$ cat config.mk
export PLATFORM = sky130hd
export DESIGN_NAME = seg_scan_sched
export DESIGN_NICKNAME = d
export VERILOG_FILES = /design/src/rtl/seg_scan_sched.sv
export SDC_FILE = /design/constraint.sdc
export NUM_CORES = 1
export LEC_CHECK = 0
export ABC_AREA = 1
export BUFFER_PORTS_ARGS = -buffer_cell sky130_fd_sc_hd__buf_2
export CAP_MARGIN = 20
export CORE_MARGIN = 2
export CORE_UTILIZATION = 32
export DETAILED_ROUTE_END_ITERATION = 6
export PLACE_DENSITY = 0.52
export SYNTH_ARGS = -nofsm -noshare
export SYNTH_HDL_FRONTEND = slang
export SYNTH_SLANG_ARGS = --single-unit
$ cat constraint.sdc
create_clock -name clk -period 3.6 [get_ports clk]
set_input_delay 0.36 -clock clk [delete_from_list [all_inputs] [get_ports clk]]
set_output_delay 0.36 -clock clk [all_outputs]
set_load 0.005 [all_outputs]
$ cat src/rtl/seg_scan_sched.sv
// seg_scan_sched: round-robin scheduler that time-multiplexes one active-low
// 7-segment bus across NUM_DIGITS digits, with a blanking gap between digits.
// Optional feature macro: SEG_SCAN_DIM_EN (adds a 4-bit duty input for dimming).
//
// Ports:
//   clk        system clock
//   reset      synchronous, active-high reset
//   digit_vals hex value per digit, digit i = bits [4i+3:4i]
//   digit_en   per-digit enable mask, disabled digits are skipped
//   duty       (SEG_SCAN_DIM_EN only) lit fraction of the dwell, in 16ths
//   seg        {g,f,e,d,c,b,a}, active-low, registered
//   an         anode enables, active-low, at most one low, registered
//   cur_digit  index of the digit owning the bus, registered
//   scan_wrap  one-cycle pulse when the round-robin pointer wraps
module seg_scan_sched #(
   parameter int unsigned NUM_DIGITS   = 2,
   parameter int unsigned DWELL_CYCLES = 24000,
   parameter int unsigned BLANK_CYCLES = 120
) (
   input  logic                                                  clk,
   input  logic                                                  reset,
   input  logic [4*NUM_DIGITS-1:0]                               digit_vals,
   input  logic [NUM_DIGITS-1:0]                                 digit_en,
`ifdef SEG_SCAN_DIM_EN
   input  logic [3:0]                                            duty,
`endif
   output logic [6:0]                                            seg,
   output logic [NUM_DIGITS-1:0]                                 an,
   output logic [((NUM_DIGITS > 1) ? $clog2(NUM_DIGITS) : 1)-1:0] cur_digit,
   output logic                                                  scan_wrap
);

   localparam int unsigned CW      = (NUM_DIGITS > 1) ? $clog2(NUM_DIGITS) : 1;
   localparam int unsigned CNT_MAX = (DWELL_CYCLES > BLANK_CYCLES) ? DWELL_CYCLES : BLANK_CYCLES;
   localparam int unsigned CNTW    = (CNT_MAX > 1) ? $clog2(CNT_MAX) : 1;
`ifdef SEG_SCAN_DIM_EN
   localparam int unsigned DW16    = DWELL_CYCLES / 16;
`endif

   typedef enum logic {
      ST_BLANK = 1'b0,
      ST_SHOW  = 1'b1
   } state_e;

   state_e                state_q, state_d;
   logic [CNTW-1:0]       cnt_q, cnt_d;
   logic [CW-1:0]         last_q, last_d;
   logic [CW-1:0]         cur_q, cur_d;
   logic [3:0]            val_q, val_d;
   logic [6:0]            seg_q, seg_d;
   logic [NUM_DIGITS-1:0] an_q, an_d;
   logic                  wrap_q, wrap_d;
`ifdef SEG_SCAN_DIM_EN
   logic [CNTW-1:0]       on_q, on_d;
`endif

   logic                  found;
   logic [CW-1:0]         pick;
   logic                  lit;

   // Hex to active-low {g..a}
   function automatic logic [6:0] decode(input logic [3:0] v);
      logic [6:0] s;
      case (v)
         4'h0: s = 7'h40;
         4'h1: s = 7'h79;
         4'h2: s = 7'h24;
         4'h3: s = 7'h30;
         4'h4: s = 7'h19;
         4'h5: s = 7'h12;
         4'h6: s = 7'h02;
         4'h7: s = 7'h78;
         4'h8: s = 7'h00;
         4'h9: s = 7'h10;
         4'hA: s = 7'h08;
         4'hB: s = 7'h03;
         4'hC: s = 7'h46;
         4'hD: s = 7'h21;
         4'hE: s = 7'h06;
         default: s = 7'h0E;
      endcase
      return s;
   endfunction

   // State and output registers
   always_ff @(posedge clk) begin
      if (reset) begin
         state_q <= ST_BLANK;
         cnt_q   <= '0;
         last_q  <= CW'(NUM_DIGITS - 1);
         cur_q   <= '0;
         val_q   <= '0;
         seg_q   <= 7'h7F;
         an_q    <= '1;
         wrap_q  <= 1'b0;
`ifdef SEG_SCAN_DIM_EN
         on_q    <= '0;
`endif
      end else begin
         state_q <= state_d;
         cnt_q   <= cnt_d;
         last_q  <= last_d;
         cur_q   <= cur_d;
         val_q   <= val_d;
         seg_q   <= seg_d;
         an_q    <= an_d;
         wrap_q  <= wrap_d;
`ifdef SEG_SCAN_DIM_EN
         on_q    <= on_d;
`endif
      end
   end

   // Next state, arbitration and next outputs
   always_comb begin
      state_d = state_q;
      cnt_d   = cnt_q;
      last_d  = last_q;
      cur_d   = cur_q;
      val_d   = val_q;
      wrap_d  = 1'b0;
`ifdef SEG_SCAN_DIM_EN
      on_d    = on_q;
`endif
      found   = 1'b0;
      pick    = '0;
      lit     = 1'b0;

      // Cyclic search from last+1 through last inclusive; first enabled wins
      for (int unsigned k = 1; k <= NUM_DIGITS; k++) begin
         int unsigned           p;
         logic [NUM_DIGITS-1:0] en_sh;
         p = int'(last_q) + k;
         if (p >= NUM_DIGITS) p = p - NUM_DIGITS;
         en_sh = digit_en >> p;
         if (!found && en_sh[0]) begin
            found = 1'b1;
            pick  = CW'(p);
         end
      end

      case (state_q)
         ST_BLANK: begin
            if (cnt_q == CNTW'(BLANK_CYCLES - 1)) begin
               cnt_d = '0;
               if (found) begin
                  state_d = ST_SHOW;
                  last_d  = pick;
                  cur_d   = pick;
                  val_d   = 4'(digit_vals >> {pick, 2'b00});
                  wrap_d  = (pick <= last_q);
`ifdef SEG_SCAN_DIM_EN
                  on_d    = CNTW'(DW16 * duty);
`endif
               end
            end else begin
               cnt_d = cnt_q + CNTW'(1);
            end
         end
         ST_SHOW: begin
            if (cnt_q == CNTW'(DWELL_CYCLES - 1)) begin
               state_d = ST_BLANK;
               cnt_d   = '0;
            end else begin
               cnt_d = cnt_q + CNTW'(1);
            end
         end
         default: begin
            state_d = ST_BLANK;
            cnt_d   = '0;
         end
      endcase

      // Outputs are computed from next state so they register in step with it
`ifdef SEG_SCAN_DIM_EN
      lit = (state_d == ST_SHOW) && (cnt_d < on_d);
`else
      lit = (state_d == ST_SHOW);
`endif
      an_d  = lit ? ~(NUM_DIGITS'(1) << cur_d) : '1;
      seg_d = lit ? decode(val_d) : 7'h7F;
   end

   assign seg       = seg_q;
   assign an        = an_q;
   assign cur_digit = cur_q;
   assign scan_wrap = wrap_q;

endmodule
==> summary.txt, run 1 <==
Pwr
  – Switching pwr: 158 µW
  – Pwr dens: 354 nW/µm²
  – Pint: 573 µW
  – Clk pwr share: 0.467
  – Sequential share of power: 0.490
  – Part of the power in combinational logic: 0.043
  – Max VDD drop: 0.000172 V
  – Leak Pwr: 0.000919 µW
  – Sw Share: 0.216

Timing
  – Clock Skew: 0.00869 ns
  – Final TNS setup: 0 ns
  – Max-slew violation count: 0
  – F_max: 476 MHz
  – Unrepaired setup endpoints after global routing: no
  – Hold Slack: 0.412 ns
  – Fin crit period: 2.10 ns
  – Fin. Hold Viols: 0
  – Slew @ Worst Pin: 0.393 ns
  – Period utilisation layout: 0.583
  – Final setup vio count: 0
  – Slew margin rel.: 0.737

Clocking
  – CTS tree: done
  – TritonCTS Sinks: 32
  – Buffers inserted by post-CTS timing repair: 0
  – Post_cts resized: 0
  – Clock slew seen by the registers of the worst setup and hold paths: 0.07 ns
  – Max Root-Sink Buffers: 2
  – Total CTS buffers: 5
  – Post-cts hold buffer count: 0
  – Number of H-tree levels: 2
  – Worst skew pair latency: 0.29 ns
  – Clk root buf: clkbuf_8

Final layout
  – Nets: 286
  – Share of layout cells above drive strength 1: 0.235
  – ANT cells: 0
  – Finished Layout Cells: 340
  – Commonest non-fill, non-tap cell in the layout: nand2_1
  – Most frequent cells in the layout: 63 x nand2_1, 32 x dfxtp_1, 29 x nor2_1, 25 x nand3_1, 22 x buf_2
  – Syn-to-layout area delta: 16.6%
  – Design Area, Final: 2060 µm²

Worst setup path
  – Cell family with most CP delay: simple AND/OR/NAND/NOR gates
  – Critical Path Start Type: flop
  – Critical path's slowest cell: dfxtp_1
  – CP Cell Sequence: ha_1, nand2_1, inv_2, nand2_2, nor2_8, nand3_4, nand2_1, nand2_1, ha_1, nand3_1, nand3_1, nand2_1, nand2_1
  – CP bufs+invs: 1
  – Most common cell on crit path: nand2_1
  – Worst EP arrival: 2.27 ns
  – Crit path capture type: flop
  – Worst-path maximum fanout: 8
  – Critical Path Max Stage Delay: 0.35 ns
  – Crit Path Category: reg2reg
  – Critical Path RT: 3.77 ns

Global route
  – First-pass GRT wire length: 6340 µm
  – Vias in the first global route: 1382
  – Global Route Usage Sum: 0.131
  – Grt total ovfl: 0
  – Largest net degree at the start of global routing: 12
  – Initial antenna violation count: 0

Synthesis
  – Syn nets: 260
  – Cell Area, Synth: 1770 µm²
  – Sequential share of the synthesized area: 0.362
  – Synth warn: 0
  – Distinct cells, synth: 34
  – Synth area leaders: dfxtp_1 36%, nand2_1 13%, nand3_1 7.1%, nor2_1 6.1%, ha_1 4.9%
  – Synth area leader: dfxtp_1
  – #FFs+latches synth: 32
  – Mapped Cells: 241
  – Yosys top cell area share: 0.362
  – Syn avg cell area: 7.35 µm²

Placed design
  – Placed Cells: 332
  – DP Area: 1960 µm²
  – PortBufs: 22
  – Gpl congestion: 0.801
  – DP HPWL: 2810 µm

Routing
  – DRC viols: 0
  – DRT Wirelength: 3600 µm
  – Avg WL per Cell: 10.6 µm
  – Antenna-violating nets left: 0
  – Drt via density: 4.37
  – DR iter-0 viols: 51
  – Via Count: 1486
  – DRT Pass-1 Iters: 4

Floorplanning
  – Area of the die: 6140 µm²
  – # rows: 27
  – Starting Density: 0.326
  – Die Span Y: 78.4 µm
  – Die Wd: 78.4 µm
  – Total core area: 5440 µm²
  – IO Count: 23

Flow run
  – Max cap viols: 0

Run status
  – Run status: finished, final reports clean

Hold path
  – Hold Path Class: in2reg
==> worst paths after layout <==
kind                                          start  slack [ns]  depth (start not counted)                   end
worst max-delay path            cnt_q[0]$_SDFF_PP0_        1.50                         13     seg[0]$_SDFF_PP1_
worst min-delay path                    digit_en[1]        0.41                          2  scan_wrap$_SDFF_PP0_
worst max register to register  cnt_q[0]$_SDFF_PP0_        1.50                         13     seg[0]$_SDFF_PP1_
worst min register to register  cnt_q[0]$_SDFF_PP0_        0.44                          1   cnt_q[0]$_SDFF_PP0_
==> worst reg2reg max path: cells and delay by family, from the launching register on <==
kind / cells / cell delay, ns
simple gates: 10 / 1.12
buf+inv: 1 / 0.08
flops: 1 / 0.35
fa+ha+maj: 2 / 0.45
==> Yosys cell counts (all sizes together) <==
cell,instances
clkbuf,1
or3,1
nor2,40
a31oi,2
nand3b,2
nand3,27
inv,28
nand2,71
ha,7
xnor2,1
nand4,5
o31ai,1
o21ai,3
xor2,7
a211oi,1
and3,1
dfxtp,32
nor3,5
buf,2
a21oi,2
o21bai,1
clkinv,1
==> layout make-up <==
cell class                      count  area (µm²)
Timing Repair Buffer               22         110
Sequential cell                    32         641
Clock buffer                        6        72.6
Tap cell                           72        90.1
Multi-Input combinational cell    177        1010
Fill cell                         571        3370
Clock inverter                      2        35.0
Inverter                           29         109
==> power groups by stage <==
stage          clock (µW)  sequential (µW)  combinational, µW
2_1_floorplan           0              366               21.5
3_3_place_gp            0              366               31.8
3_5_place_dp            0              367               31.7
4_1_cts               351              358               32.0
5_1_grt               369              359               36.8
6_report              342              358               31.7
==> registers in the layout, summed over array words and instances (netlist names) <==
| register | count |
|---|---|
| seg | 7 |
| cur_digit | 1 |
| val_q | 4 |
| last_q | 1 |
| scan_wrap | 1 |
| state_q | 1 |
| cnt_q | 15 |
| an | 2 |
==> stage by stage <==
| step | utilization | worst slack (ns) | power [µW] |
|---|---|---|---|
| floorplan | - | 1.72 | 388 |
| global placement | 0.360 | 1.47 | 398 |
| detailed placement | 0.360 | 1.49 | 398 |
| CTS | 0.380 | 1.48 | 741 |
| global route | 0.380 | 1.25 | 764 |
| finish | 0.380 | 1.50 | 732 |
==> routing by layer <==
metal	vias up	part of all wire	GRT usage
li1	812	-	-
met1	644	0.58	0.195
met2	24	0.36	0.178
met3	6	0.035	0.0333
met4	0	0.017	0.0526
met5	-	0	0
==> cells by family after synthesis <==
family,after synthesis,share of synthesized area
AOI/OAI and AO/OA,10,0.0509
xor gates and xnor gates,8,0.0396
adders and majority gates,7,0.0495
buffers and inverters,32,0.0693
DFF,32,0.362
and+or+nand+nor,152,0.429
(Power assumes the default switching activity.)
==> inputs of run 2 (changes only) <==
--- a/config.mk
+++ b/config.mk
@@ -5,13 +5,13 @@
 export SDC_FILE = /design/constraint.sdc
 export NUM_CORES = 1
 export LEC_CHECK = 0
-export ABC_AREA = 1
+export ABC_AREA = 0
 export BUFFER_PORTS_ARGS = -buffer_cell sky130_fd_sc_hd__buf_2
 export CAP_MARGIN = 20
 export CORE_MARGIN = 2
 export CORE_UTILIZATION = 32
 export DETAILED_ROUTE_END_ITERATION = 6
-export PLACE_DENSITY = 0.52
+export PLACE_DENSITY = 0.53
 export SYNTH_ARGS = -nofsm -noshare
 export SYNTH_HDL_FRONTEND = slang
 export SYNTH_SLANG_ARGS = --single-unit
==> constraint.sdc (replaced) <==
create_clock -name clk -period 2.1 [get_ports clk]
set_input_delay 0.21 -clock clk [delete_from_list [all_inputs] [get_ports clk]]
set_output_delay 0.21 -clock clk [all_outputs]
set_load 0.005 [all_outputs]
==> run 2 against run 1 <==
  * The run now ends with setup timing left
  * Via count barely moved
  * Total power grew 67%
  * Critical path type unchanged
  * Clock power up 53%
  * Critical path depth down 1
  * Cell count down 8.2%
  * First-iteration DRC count up 120%
==> summary.txt, run 2 <==
Pwr
  – Switching pwr: 275 µW (+74%)
  – Max VDD drop: 0.000198 V (+16%)
  – Leak Pwr: 0.000935 µW (+1.7%)
  – Sequential share of power: 0.505 (+0.015)
  – Clk pwr share: 0.428 (-0.039)
  – Sw Share: 0.225 (+0.00880)
  – Pint: 946 µW (+65%)
  – Pwr dens: 522 nW/µm² (+47%)
  – Part of the power in combinational logic: 0.067 (+0.024)

Placed design
  – DP HPWL: 2970 µm (+5.8%)
  – Worst slack, placed: -0.162 ns (-1.65 ns)
  – DP Area: 2150 µm² (+10%)
  – PortBufs: 22 (unchanged)
  – Gpl congestion: 0.817 (+2.0%)

Hold path
  – Endpoint, Worst Hold: val_q[2]$_SDFF_PP0_
  – Hold Crit Depth: 2 (unchanged)
  – Hold_sp: reset
  – Hold Path Class: in2reg

Final layout
  – Multi-input gate area: 1020 µm² (+1.4%)
  – Most frequent cells in the layout: 39 x buf_4, 30 x dfxtp_1, 23 x nor2_1, 22 x buf_2, 12 x nand2_1
  – Syn-to-layout area delta: 44.2%
  – Fillers: 478 (-16%)
  – Nets: 264 (-7.7%)
  – FF+latch area: 643 µm² (+0.39%)
  – ANT cells: 0 (unchanged)
  – Max FFs per register: 15 (unchanged)
  – Design Area, Final: 2340 µm² (+13%)
  – Commonest non-fill, non-tap cell in the layout: buf_4
  – Share of layout cells above drive strength 1: 0.412 (+0.177)
  – Largest register by flop count: cnt_q

Synthesis
  – Post-synth top cells: 32 x dfxtp_1, 25 x nor2_1, 12 x nand2_1
  – Most numerous cell in the Yosys netlist: dfxtp_1
  – Syn nets: 198 (-24%)
  – Post-synth EDFFs: 0 (unchanged)
  – Commonest register cell after synthesis: dfxtp_1
  – Synth warn: 0 (unchanged)
  – Synth area leader: dfxtp_1
  – Cell Area, Synth: 1620 µm² (-8.3%)
  – Mapped Cells: 179 (-26%)
  – Yosys top cell area share: 0.395 (+0.0329)
  – Syn avg cell area: 9.07 µm² (+23%)
  – Ys async rst share: 0 (unchanged)
  – Sequential share of the synthesized area: 0.395 (+0.0329)
  – Distinct cells, synth: 48 (+41%)
  – #FFs+latches synth: 32 (unchanged)
  – Synth area leaders: dfxtp_1 39%, nor2_1 5.8%, ha_1 5.4%, xor2_1 3.8%, mux2i_1 3.7%

Routing
  – DRT Wirelength: 4160 µm (+16%)
  – Via Count: 1485 (-0.067%)
  – Antenna-violating nets left: 0 (unchanged)
  – DRT Pass-1 Iters: 4 (unchanged)
  – DRC viols: 0 (unchanged)
  – Drt via density: 4.76 (+8.9%)
  – DR iter-0 viols: 111 (+120%)
  – Avg WL per Cell: 13.3 µm (+26%)

Worst setup path
  – Cell family with most CP delay: simple AND/OR/NAND/NOR gates
  – Register-to-Register Path Depth: 12 (-1)
  – CP Cell Sequence: ha_4, and4bb_2, and4_4, o21ai_4, nor2_4, a21oi_4, inv_2, buf_12, ha_4, inv_1, mux2_2, o221ai_1
  – Slack of the worst reg-to-reg path: -0.04 ns (-1.54 ns)
  – Crit Path Category: reg2reg
  – Worst path depth: 12 (-1)
  – Worst EP arrival: 2.34 ns (+0.07 ns)
  – Critical Path RT: 2.30 ns (-1.47 ns)
  – Critical path's slowest cell: dfxtp_2
  – Most common cell on crit path: ha_4
  – CP bufs+invs: 3 (+2)
  – Worst-path maximum fanout: 5 (-3)
  – Reg-to-reg endpoint: seg[5]$_SDFF_PP1_
  – Crit path capture type: flop
  – Critical Path Start Type: flop
  – Critical Path Max Stage Delay: 0.35 ns (about the same)
  – Worst reg2reg startpoint: cnt_q[0]$_SDFF_PP0_

Timing
  – Slew margin rel.: 0.626 (-0.111)
  – Fin worst setup slack: -0.0423 ns (-1.54 ns)
  – Period utilisation layout: 1.02 (+0.437)
  – Clock Skew: 0.0109 ns (+0.00223 ns)
  – Final setup vio count: 5 (+5)
  – Hold Slack: 0.263 ns (-0.149 ns)
  – Fin crit period: 2.14 ns (+0.0436 ns)
  – Unrepaired setup endpoints after global routing: yes
  – Slew @ Worst Pin: 0.555 ns (+0.162 ns)
  – Max-slew violation count: 0 (unchanged)
  – Fin. Hold Viols: 0 (unchanged)
  – F_max: 467 MHz (-2.0%)

Clocking
  – Total CTS buffers: 5 (unchanged)
  – Clock slew seen by the registers of the worst setup and hold paths: 0.07 ns (about the same)
  – Worst skew pair latency: 0.29 ns (about the same)
  – Post-cts hold buffer count: 0 (unchanged)
  – Max Root-Sink Buffers: 2 (unchanged)
  – TritonCTS Sinks: 32 (unchanged)
  – Clk root buf: clkbuf_8
  – CTS tree: done
  – Number of H-tree levels: 2 (unchanged)

Floorplanning
  – Die Wd: 75.2 µm (-4.0%)
  – IO Count: 23 (unchanged)
  – Die Span Y: 75.2 µm (-4.0%)
  – # rows: 25 (-7.4%)
  – Starting Density: 0.337 (+0.0114)
  – Total core area: 4820 µm² (-11%)
  – Area of the die: 5660 µm² (-7.9%)

Run status
  – Failing checks: setup timing
  – Run status: finished, violations left

Global route
  – First-pass GRT wire length: 6510 µm (+2.6%)
  – Global Route Usage Sum: 0.156 (+0.0248)
  – Vias in the first global route: 1397 (+1.1%)
  – Grt total ovfl: 0 (unchanged)
  – Largest net degree at the start of global routing: 16 (+4)
  – Initial antenna violation count: 0 (unchanged)

Flow run
  – Max cap viols: 0 (unchanged)
## run 2: cell types whose count changed in the layout (fill, tap and decap cells not counted), sizes merged, moves of 4 or more
cell / previous run / this run
nor3: 5 / 9
nor2: 40 / 25
nor2b: 0 / 4
inv: 28 / 11
nand3: 27 / 6
buf: 22 / 64
nand2: 71 / 12
xnor2: 1 / 6
mux2i: 0 / 6
## run 2: metrics by stage
stage / util / std cells / total power [µW] / setup TNS [ns]
2_1_floorplan: - / 179 / 668 / -1.16
3_3_place_gp: 0.447 / 304 / 710 / -0.356
3_5_place_dp: 0.447 / 304 / 711 / -0.541
4_1_cts: 0.475 / 311 / 1240 / -0.0107
5_1_grt: 0.486 / 312 / 1270 / -0.588
6_report: 0.486 / 312 / 1220 / -0.112
## run 2: layout make-up
cell class              instances  area share
clock buffers                   7      0.0412
inverters                      11      0.0176
multi-input cells             131       0.436
flip-flops and latches         32       0.275
well taps                      67      0.0358
repair buffers                 64       0.194
## run 2: power by group through the flow
| stage | logic [µW] | clock network [µW] | registers [µW] |
|---|---|---|---|
| detailed placement | 80.3 | 0 | 630 |
| global placement | 80.4 | 0 | 630 |
| CTS | 82.1 | 537 | 616 |
| finish | 82.3 | 522 | 617 |
| global route | 89.9 | 565 | 616 |
| floorplan | 36.7 | 0 | 631 |
## run 2: worst max path at each step
stage	end	slack, ns	from
2_1_floorplan	seg[3]$_SDFF_PP1_	-0.34	cnt_q[0]$_SDFF_PP0_
3_3_place_gp	seg[6]$_SDFF_PP1_	-0.14	cnt_q[11]$_SDFF_PP0_
3_5_place_dp	seg[3]$_SDFF_PP1_	-0.16	cnt_q[11]$_SDFF_PP0_
4_1_cts	seg[3]$_SDFF_PP1_	-0.01	cnt_q[0]$_SDFF_PP0_
5_1_grt	seg[3]$_SDFF_PP1_	-0.14	cnt_q[0]$_SDFF_PP0_
6_report	seg[5]$_SDFF_PP1_	-0.04	cnt_q[0]$_SDFF_PP0_
## run 2: kinds of logic (layout without fill, tap and decap cells)
logic type | after synthesis | count (layout) | synth area share
and+or+nand+nor | 73 | 73 | 0.227
DFF | 32 | 32 | 0.395
AOI/OAI and AO/OA | 31 | 31 | 0.160
buffers and inverters | 16 | 82 | 0.0493
xor gates and xnor gates | 13 | 13 | 0.0702
adders and majority gates | 7 | 7 | 0.0540
muxes | 7 | 7 | 0.0439
## run 2: worst register-to-register path: cells and delay by family (launching register included)
kind | cells | cell delay [ns]
buffers and inverters | 3 | 0.27
multiplexers | 1 | 0.26
AO/OA/AOI/OAI | 3 | 0.33
flip-flops | 1 | 0.35
adder cells (fa/ha/maj) | 2 | 0.27
AND/OR/NAND/NOR | 3 | 0.56
## run 2: per-layer routing
metal  wire (µm)  global-route usage  vias to the layer above
li1            -                   -                      767
met1        2130               0.227                      664
met2        1720               0.214                       43
met3         220              0.0348                       11
met4          93              0.0780                        0
met5           0                   0                        -
## run 2: what timing repair did
action / 4_1_cts / 5_1_grt
setup buffers: 1 / 1
gates resized for setup: 7 / 8
setup endpoints to repair: 6 / 6
pin swaps: 7 / 5
==> inputs of run 3 (changes only) <==
--- a/config.mk
+++ b/config.mk
@@ -12,6 +12,7 @@
 export CORE_UTILIZATION = 32
 export DETAILED_ROUTE_END_ITERATION = 6
 export PLACE_DENSITY = 0.53
+export RECOVER_POWER = 50
 export SYNTH_ARGS = -nofsm -noshare
 export SYNTH_HDL_FRONTEND = slang
 export SYNTH_SLANG_ARGS = --single-unit
==> run 3 against run 2 <==
  * The flow still finishes with violations (setup timing)
  * Critical path depth is the same
  * Sequential power is essentially flat
  * Non-clock buffer count unchanged
  * Utilization down 0.26 points
  * Setup slack improved by 0.0037 ns
  * Worst hold slack worse by 0.0012 ns
  * Routed wire length is essentially flat
  * First-iteration DRC count grew 3.6%
  * Total power about the same
  * Critical path type unchanged
  * Critical endpoint unchanged
  * Highest routed layer unchanged
==> summary.txt, run 3 (synthesized netlist as in run 2, its figures left out) <==
Hold path
  – Endpoint, Worst Hold: val_q[2]$_SDFF_PP0_
  – Hold Path Class: in2reg
  – Hold_sp: reset
  – Hold Crit Depth: 2 (unchanged)

Final layout
  – Design Area, Final: 2330 µm² (-0.53%)
  – Most frequent cells in the layout: 39 x buf_4, 30 x dfxtp_1, 23 x nor2_1, 15 x buf_2, 12 x nand2_1
  – ANT cells: 0 (unchanged)
  – Share of layout cells above drive strength 1: 0.380 (-0.0327)
  – Commonest non-fill, non-tap cell in the layout: buf_4
  – Nets: 264 (unchanged)
  – Max FFs per register: 15 (unchanged)
  – Syn-to-layout area delta: 43.4%
  – Finished Layout Cells: 312 (unchanged)
  – Largest register by flop count: cnt_q

Timing
  – Fin worst setup slack: -0.0386 ns (+0.00372 ns)
  – Unrepaired setup endpoints after global routing: yes
  – Fin crit period: 2.14 ns (-0.00372 ns)
  – Clock Skew: 0.0110 ns (+0.0000525 ns)
  – Final setup vio count: 5 (unchanged)
  – Slew margin rel.: 0.621 (-0.00543)
  – Fin. Hold Viols: 0 (unchanged)
  – Slew @ Worst Pin: 0.564 ns (+0.00808 ns)
  – Period utilisation layout: 1.02 (-0.00177)
  – F_max: 468 MHz (+0.17%)
  – Max-slew violation count: 0 (unchanged)

Worst setup path
  – Worst-path maximum fanout: 5 (unchanged)
  – Critical Path RT: 2.30 ns (about the same)
  – Crit Path Category: reg2reg
  – Critical Path Start Type: flop
  – Register-to-Register Path Depth: 12 (unchanged)
  – Worst EP arrival: 2.34 ns (about the same)
  – Worst reg2reg startpoint: cnt_q[0]$_SDFF_PP0_
  – Slack of the worst reg-to-reg path: -0.04 ns (about the same)
  – Reg-to-reg endpoint: seg[5]$_SDFF_PP1_
  – Crit path capture type: flop

Pwr
  – Max VDD drop: 0.000198 V (about the same)
  – Sequential share of power: 0.505 (about the same)
  – Total Power: 1220 µW (about the same)
  – Pint: 946 µW (about the same)
  – Leak Pwr: 0.000919 µW (-1.7%)
  – Sw Share: 0.225 (about the same)
  – Clk pwr share: 0.428 (about the same)
  – Part of the power in combinational logic: 0.067 (about the same)
  – Switching pwr: 275 µW (about the same)
  – Pwr dens: 525 nW/µm² (+0.54%)

Clocking
  – CTS tree: done
  – Max Root-Sink Buffers: 2 (unchanged)
  – Post-cts hold buffer count: 0 (unchanged)
  – TritonCTS Sinks: 32 (unchanged)
  – Worst skew pair latency: 0.29 ns (about the same)
  – Number of H-tree levels: 2 (unchanged)
  – Clock slew seen by the registers of the worst setup and hold paths: 0.07 ns (about the same)
  – Total CTS buffers: 5 (unchanged)
  – Clk root buf: clkbuf_8

Placed design
  – DP Area: 2150 µm² (unchanged)
  – PortBufs: 22 (unchanged)
  – Placed Cells: 304 (unchanged)
  – DP HPWL: 2970 µm (unchanged)
  – Gpl congestion: 0.817 (unchanged)

Run status
  – Run status: finished, violations left
  – Failing checks: setup timing

Floorplanning
  – IO Count: 23 (unchanged)
  – # rows: 25 (unchanged)
  – Die Span Y: 75.2 µm (unchanged)
  – Die Wd: 75.2 µm (unchanged)
  – Total core area: 4820 µm² (unchanged)
  – Area of the die: 5660 µm² (unchanged)
  – Starting Density: 0.337 (unchanged)

Global route
  – Met3 usage: 0.0348 (unchanged)
  – Global Route Usage Sum: 0.156 (unchanged)
  – Met2 Resource Use GR: 0.214 (unchanged)
  – Grt total ovfl: 0 (unchanged)
  – Grt met1 use: 0.227 (unchanged)
  – Vias in the first global route: 1397 (unchanged)
  – Global route hottest layer: met1
  – Initial antenna violation count: 0 (unchanged)
  – First-pass GRT wire length: 6510 µm (unchanged)
  – Largest net degree at the start of global routing: 16 (unchanged)

Routing
  – DRT Wirelength: 4160 µm (about the same)
  – DRT Pass-1 Iters: 4 (unchanged)
  – Drt via density: 4.75 (-0.20%)
  – DRC viols: 0 (unchanged)
  – Via Count: 1482 (-0.20%)
  – DR iter-0 viols: 115 (+3.6%)
  – Antenna-violating nets left: 0 (unchanged)
  – Avg WL per Cell: 13.3 µm (about the same)

Flow run
  – Max cap viols: 0 (unchanged)
==> run 3: changes by cell type in the layout (fill, tap and decap cells not counted), sizes merged <==
cell | previous run | this run
buf | 64 | 58
clkbuf | 7 | 13
==> run 3: critical path, cell delays in order (launching register included) <==
cell and delay [ns]:
dfxtp_2 0.35, ha_4 0.13, and4bb_2 0.21, and4_4 0.23, o21ai_4 0.11, nor2_4 0.12
a21oi_4 0.04, inv_2 0.11, buf_12 0.11, ha_4 0.14, inv_1 0.05, mux2_2 0.26
o221ai_1 0.17
==> run 3: power groups by stage <==
stage | Sequential, µW | Combinational (µW) | Clock (µW)
after detailed placement | 630 | 80.3 | 0
after global routing | 616 | 89.5 | 565
after floorplan | 631 | 36.7 | 0
after global placement | 630 | 80.4 | 0
after CTS | 616 | 82.1 | 537
final | 617 | 81.8 | 523
==> run 3: worst max path at each step <==
stage                                    start                end  slack, ns
after detailed placement  cnt_q[11]$_SDFF_PP0_  seg[3]$_SDFF_PP1_      -0.16
after global placement    cnt_q[11]$_SDFF_PP0_  seg[6]$_SDFF_PP1_      -0.14
after CTS                  cnt_q[0]$_SDFF_PP0_  seg[3]$_SDFF_PP1_      -0.01
after floorplan            cnt_q[0]$_SDFF_PP0_  seg[3]$_SDFF_PP1_      -0.34
final                      cnt_q[0]$_SDFF_PP0_  seg[5]$_SDFF_PP1_      -0.04
after global routing       cnt_q[0]$_SDFF_PP0_  seg[3]$_SDFF_PP1_      -0.14
==> run 3: layout make-up <==
class                      count  area [µm²]
timing repair buffer          64         445
clock buffer                   7        96.3
multi-input combinational    131        1020
tap                           67        83.8
sequential                    32         643
inverter                      11        41.3
fill                         482        2490
==> run 3: timing repair <==
item,4_1_cts,5_1_grt
resized for setup,7,8
endpoints found under the hold margin,0,0
pin swaps,7,5
setup buffers,1,1
endpoints found under the setup margin,6,6
==> run 3: layer usage <==
| metal | vias to the layer above | routed length, µm |
|---|---|---|
| met5 | - | 0 |
| met4 | 0 | 68 |
| met3 | 8 | 175 |
| met2 | 39 | 1740 |
| met1 | 666 | 2180 |
| li1 | 769 | - |
==> run 3: per-stage QoR <==
stage | setup slack (ns) | hold WS, ns | TNS (ns) | utilization
after CTS | -0.0107 | 0.252 | -0.0107 | 0.475
after global placement | -0.139 | 0.510 | -0.356 | 0.447
final | -0.0386 | 0.262 | -0.111 | 0.483
after global routing | -0.135 | 0.283 | -0.589 | 0.483
after detailed placement | -0.162 | 0.503 | -0.541 | 0.447
after floorplan | -0.345 | 0.427 | -1.16 | -
